==> src/rtl/sys1_clk_pkg.sv <==
// rtl/sys1_clk_pkg.sv - shared types and defaults for the System 1 reset/clock-enable block
// Purpose: state encoding for the lock-qualification FSM and default divider constants.
// Ports: none (package).
package sys1_clk_pkg;

  typedef enum logic [1:0] {
    WAIT_LOCK = 2'd0,
    HOLD      = 2'd1,
    RUN       = 2'd2
  } sys1_state_t;

  // 93.068170 MHz / 6.5 = 14.318180 MHz, so two 14M enables per 13 clk_sys cycles
  localparam int DEF_DIV_PERIOD = 13;
  localparam int DEF_HALF_PHASE = 7;
  localparam int DEF_CPU_DIV    = 4;

  function automatic int max_int(input int a, input int b);
    return (a > b) ? a : b;
  endfunction

endpackage

==> src/rtl/sys1_sync_bit.sv <==
// rtl/sys1_sync_bit.sv - multi-flop synchronizer for a single asynchronous bit
// Purpose: brings an asynchronous level into the clk domain with STAGES cycles of latency.
// Ports:
//   clk  in  1  destination clock
//   rst  in  1  synchronous active-high reset, clears the chain to 0
//   d    in  1  asynchronous input level
//   q    out 1  synchronized level (last chain stage)
module sys1_sync_bit #(
  parameter int STAGES = 2
) (
  input  logic clk,
  input  logic rst,
  input  logic d,
  output logic q
);

  logic [STAGES-1:0] chain;

  always_ff @(posedge clk) begin
    if (rst) begin
      chain <= '0;
    end else begin
      chain <= {chain[STAGES-2:0], d};
    end
  end

  assign q = chain[STAGES-1];

endmodule

==> src/rtl/sys1_reset_cen_gen.sv <==
// rtl/sys1_reset_cen_gen.sv - PLL-lock qualified core reset and 14M/7M/1.79M clock enables
// Purpose: qualifies pll_locked, holds core_reset for RESET_HOLD cycles after lock is stable,
//   then derives all System 1 clock enables from one phase counter on clk_sys.
// Ports:
//   clk_sys     in   1  93.068 MHz clock
//   rst         in   1  synchronous active-high reset
//   pll_locked  in   1  PLL lock flag, asynchronous to clk_sys
//   cen_hold    in   1  pause request; gates enables without disturbing phase
//   core_reset  out  1  synchronous active-high reset to the core
//   cen_14m     out  1  14.318 MHz enable
//   cen_7m      out  1  7.159 MHz enable, phase 0
//   cen_7m_b    out  1  7.159 MHz enable, phase HALF_PHASE
//   cen_1m79    out  1  1.79 MHz enable, on every CPU_DIV-th cen_7m
//   running     out  1  high while in RUN
//   lock_drops  out  8  saturating count of lock losses seen in RUN
module sys1_reset_cen_gen
  import sys1_clk_pkg::*;
#(
  parameter int SYNC_STAGES = 2,
  parameter int LOCK_STABLE = 1024,
  parameter int RESET_HOLD  = 4096,
  parameter int DIV_PERIOD  = DEF_DIV_PERIOD,
  parameter int HALF_PHASE  = DEF_HALF_PHASE,
  parameter int CPU_DIV     = DEF_CPU_DIV
) (
  input  logic       clk_sys,
  input  logic       rst,
  input  logic       pll_locked,
  input  logic       cen_hold,
  output logic       core_reset,
  output logic       cen_14m,
  output logic       cen_7m,
  output logic       cen_7m_b,
  output logic       cen_1m79,
  output logic       running,
  output logic [7:0] lock_drops
);

  localparam int CNT_RAW = $clog2(max_int(LOCK_STABLE, RESET_HOLD));
  localparam int CNT_W   = (CNT_RAW < 1) ? 1 : CNT_RAW;
  localparam int CPU_W   = (CPU_DIV > 1) ? $clog2(CPU_DIV) : 1;

  localparam logic [CNT_W-1:0] LOCK_LAST = CNT_W'(LOCK_STABLE - 1);
  localparam logic [CNT_W-1:0] HOLD_LAST = CNT_W'(RESET_HOLD - 1);
  localparam logic [3:0]       PH_LAST   = 4'(DIV_PERIOD - 1);
  localparam logic [3:0]       PH_HALF   = 4'(HALF_PHASE);
  localparam logic [CPU_W-1:0] CPU_LAST  = CPU_W'(CPU_DIV - 1);

  logic lk;

  sys1_sync_bit #(
    .STAGES(SYNC_STAGES)
  ) u_lock_sync (
    .clk(clk_sys),
    .rst(rst),
    .d  (pll_locked),
    .q  (lk)
  );

  sys1_state_t      state_q, state_d;
  logic [CNT_W-1:0] cnt_q, cnt_d;
  logic [3:0]       ph_q, ph_d;
  logic [CPU_W-1:0] cpu_q, cpu_d;
  logic [7:0]       drops_q, drops_d;
  logic             hold_q;
  logic             en;

  always_ff @(posedge clk_sys) begin
    if (rst) begin
      state_q <= WAIT_LOCK;
      cnt_q   <= '0;
      ph_q    <= '0;
      cpu_q   <= '0;
      drops_q <= '0;
      hold_q  <= 1'b0;
    end else begin
      state_q <= state_d;
      cnt_q   <= cnt_d;
      ph_q    <= ph_d;
      cpu_q   <= cpu_d;
      drops_q <= drops_d;
      hold_q  <= cen_hold;
    end
  end

  always_comb begin
    state_d = state_q;
    cnt_d   = cnt_q;
    drops_d = drops_q;
    ph_d    = '0;
    cpu_d   = '0;

    case (state_q)
      WAIT_LOCK: begin
        if (!lk) begin
          cnt_d = '0;
        end else if (cnt_q == LOCK_LAST) begin
          state_d = HOLD;
          cnt_d   = '0;
        end else begin
          cnt_d = cnt_q + 1'b1;
        end
      end
      HOLD: begin
        if (!lk) begin
          state_d = WAIT_LOCK;
          cnt_d   = '0;
        end else if (cnt_q == HOLD_LAST) begin
          state_d = RUN;
          cnt_d   = '0;
        end else begin
          cnt_d = cnt_q + 1'b1;
        end
      end
      RUN: begin
        if (!lk) begin
          state_d = WAIT_LOCK;
          cnt_d   = '0;
          if (drops_q != 8'hFF) begin
            drops_d = drops_q + 8'd1;
          end
        end
      end
      default: begin
        state_d = WAIT_LOCK;
        cnt_d   = '0;
      end
    endcase

    // Phase and CPU divider only advance while staying in RUN, so they are zero in
    // the first RUN cycle and return to zero the moment RUN is left.
    if (state_q == RUN && state_d == RUN) begin
      ph_d  = (ph_q == PH_LAST) ? 4'd0 : ph_q + 4'd1;
      cpu_d = cpu_q;
      if (ph_q == 4'd0) begin
        cpu_d = (cpu_q == CPU_LAST) ? '0 : cpu_q + 1'b1;
      end
    end
  end

  // Outputs decode registered state only; cen_hold acts through hold_q, never directly.
  assign running    = (state_q == RUN);
  assign core_reset = ~running;
  assign en         = running & ~hold_q;
  assign cen_7m     = en & (ph_q == 4'd0);
  assign cen_7m_b   = en & (ph_q == PH_HALF);
  assign cen_14m    = cen_7m | cen_7m_b;
  assign cen_1m79   = cen_7m & (cpu_q == '0);
  assign lock_drops = drops_q;

endmodule
==> config.mk <==
export PLATFORM = sky130hd
export DESIGN_NAME = sys1_reset_cen_gen
export DESIGN_NICKNAME = d
export VERILOG_FILES = /design/src/rtl/sys1_clk_pkg.sv /design/src/rtl/sys1_sync_bit.sv /design/src/rtl/sys1_reset_cen_gen.sv
export SDC_FILE = /design/constraint.sdc
export NUM_CORES = 1
export LEC_CHECK = 0
export BUFFER_PORTS_ARGS = -buffer_cell sky130_fd_sc_hd__buf_2
export CAP_MARGIN = 20
export CORE_UTILIZATION = 46
export CTS_BUF_LIST = sky130_fd_sc_hd__clkbuf_16
export CTS_CLUSTER_SIZE = 10
export DETAILED_ROUTE_END_ITERATION = 7
export PLACE_DENSITY = 0.65
export REMOVE_ABC_BUFFERS = 1
export SYNTH_ARGS = -nofsm -noshare
export SYNTH_HDL_FRONTEND = slang
export SYNTH_SLANG_ARGS = --single-unit
==> constraint.sdc <==
create_clock -name clk_sys -period 2.3 [get_ports clk_sys]
set_clock_uncertainty 0.1 [all_clocks]
set_input_delay 0.575 -clock clk_sys [delete_from_list [all_inputs] [get_ports clk_sys]]
set_output_delay 0.575 -clock clk_sys [all_outputs]
set_load 0.005 [all_outputs]
==> impl_metrics.toml <==
[status]
status = "finished, final reports clean"

[final_layout]
layout_commonest_cell = "dfxtp_1"
num-nets-final = 213
area_growth_syn_to_layout_pct = 18.55
final_cell_mix = "dfxtp_1, buf_2, nor2_1"
num_antenna_cells = 0
drive_gt1_share_pct = 16.18
design_area_um2 = 1839

[detailed_routing]
firstDrtPassIters = 4
vias_per_cell = 5.641
drcViolationCount = 0
ant_nets = 0
drtIter0Drc = 57
wl_per_cell_um = 12.96
wirelength_um = 3214
vias = 1399

[global_routing]
gr-usage-met3_pct = 6.494
antenna_found_initial = 0
grt-ovfl-total = 0
grt.busiest_layer = "met2"
grt_use_met1_pct = 25.00
grt_pass1_wl_um = 5395
grt_max_degree = 14
grtUsageMet2_pct = 32.86
grt_pass1_vias = 1259
grt.total_usage_pct = 20.74

[cts]
cts-htree-levels = 2
root_buffer = "clkbuf_16"
numCtsBuffers = 5
clkTransAtPathRegs_ns = 0.05
cts_setup_buffers = 0
cts_hold_buffers = 0
clkLatencyLatePin_ns = 0.28
clkSinkCount = 31
ctsResizeCount = 0
cts_tree = "built"
clock_path_buffers = 2

[synthesis]
synthArstFlopShare_pct = 0
synth_top_area_cell = "dfxtp_1"
synth-seq-area-share_pct = 40.00
synth_cells = 182
synth_seq_cells = 31
synth_edf_count = 0
yosysWarnings = 0
syn_avg_cell_area_um2 = 8.525
synth_area_leaders = "dfxtp_1, ha_1, nor2_1, a21oi_1, nand3_1"
synth_ff_type = "dfxtp_1"
ys_types = 44
synth_area_um2 = 1551
yosys.area.top_type_share_pct = 40.00

[setup_path]
r2r_end = "cnt_q[7]"
worstPathRequired_ns = 1.62
crit_arrival_ns = 1.53
end_kind = "output port"
rrSetupSlack_ns = 0.35
regToRegStartpoint = "cnt_q[0]"
criticalPathCategory = "flop to output port"
reg2reg_depth = 5
critPathMaxFanout = 4
startpoint_type = "flop"

[sta]
post-route-period-util_pct = 95.78
hold_viol_final = 0
maxSlewViolCount = 0
worst_slew_pin_slew_ns = 0.4655
period_needed_ns = 2.203
rsz0062_at_grt = "no"
whs_ns = 0.3416
slew_headroom_pct = 68.97
setup_tns_ns = 0
setup_viol = 0
fmax_mhz = 453.9

[job]
drv_cap = 0

[hold_path]
hold_depth = 1
hold_path_end = "u_lock_sync.chain[1]"
hp-class = "flop to flop"
hold_start = "u_lock_sync.chain[0]"

[placed_design]
place_area_um2 = 1694
portBuffers = 17
place_congestion = 0.8536
dp_hpwl_um = 2269

[die]
floorplan.initialDensity_pct = 49.60
die_h_um = 60.08
core-area_um2 = 3128
num_io_pins = 18
rows = 20
dieArea_um2 = 3609
die_x_um = 60.08

[pwr]
leakage_nw = 0.7214
power_density_nw_per_um2 = 636.7
peakVddDrop_mv = 0.3884
power_mw = 1.171
metal layers:
metal,part of all wire (%),vias to the layer above
met5,0,-
li1,-,705
met2,47,28
met4,1.8,0
met3,3.6,4
met1,48,662
final cells by class:
type                            count  area [um2]
Sequential cell                    31       620.6
Clock buffer                        5       125.1
Inverter                           11       41.29
Timing Repair Buffer               21       115.1
Clock inverter                      3       11.26
Tap cell                           44       55.05
Multi-Input combinational cell    133       870.8
Fill cell                         287        1289
synth_stat cells, types with 2 or more instances:
| cell type | instances |
|---|---|
| and2_1 | 3 |
| a21oi_1 | 10 |
| and4_1 | 2 |
| nand2_1 | 10 |
| nand3_1 | 10 |
| nand4bb_1 | 2 |
| o211ai_1 | 3 |
| dfxtp_1 | 31 |
| nand2b_1 | 4 |
| a31oi_1 | 5 |
| or2_2 | 2 |
| xor2_1 | 5 |
| clkbuf_1 | 5 |
| nand4_1 | 6 |
| ha_1 | 6 |
| or3_1 | 3 |
| or4_1 | 3 |
| mux2i_1 | 2 |
| nor2_1 | 15 |
| o21ai_0 | 10 |
| inv_1 | 11 |
| o31ai_1 | 3 |
| nor2b_1 | 3 |
| nor4_1 | 2 |
| and3_1 | 7 |
power breakdown:
part / switching [mW] / internal, mW
clock: 0.224 / 0.388
sequential: 0.00285 / 0.541
combinational: 0.00887 / 0.00626
total: 0.235 / 0.936
sequential cells by signal, indices dropped and copies added (netlist names):
register and flops:
cnt_q 12, cpu_q 2, hold_q 1, lock_drops 8, ph_q 4, state_q 2, u_lock_sync.chain 2
cell families (layout without fill, tap and decap cells):
kind of cell,Yosys count,count (layout),share of synthesized area (%)
XOR/XNOR,6,6,3.387
buffers and inverters,18,40,4.435
AO/OA/AOI/OAI,41,41,17.18
multiplexers,2,2,1.290
adder cells (fa/ha/maj),6,6,4.839
flip-flops,31,31,40.00
AND/OR/NAND/NOR,78,78,28.87
worst max-delay path, stage by stage (launching register included):
cell and delay, ns:
dfxtp_1 0.34, inv_1 0.08, ha_2 0.21, nand2b_1 0.14, nor4_2 0.06, or2_2 0.29, buf_2 0.12
worst max-delay path by stage:
stage	from	to	slack, ns	depth (start not counted)
2_1_floorplan	state_q[0]	cen_1m79	0.41	3
3_3_place_gp	ph_q[0]	cen_14m	0.40	6
3_5_place_dp	ph_q[0]	cen_14m	0.35	6
4_1_cts	ph_q[0]	cen_1m79	0.05	6
5_1_grt	ph_q[0]	cen_14m	0.009	6
6_report	ph_q[0]	cen_14m	0.1	6
stage by stage:
stage	utilization, %	instances	worst slack [ns]
2_1_floorplan	-	175	0.4133
3_3_place_gp	54.16	240	0.3981
3_5_place_dp	54.16	240	0.3534
4_1_cts	58.52	248	0.04534
5_1_grt	58.80	248	0.008645
6_report	58.80	248	0.09697
(Power assumes the default switching activity.)
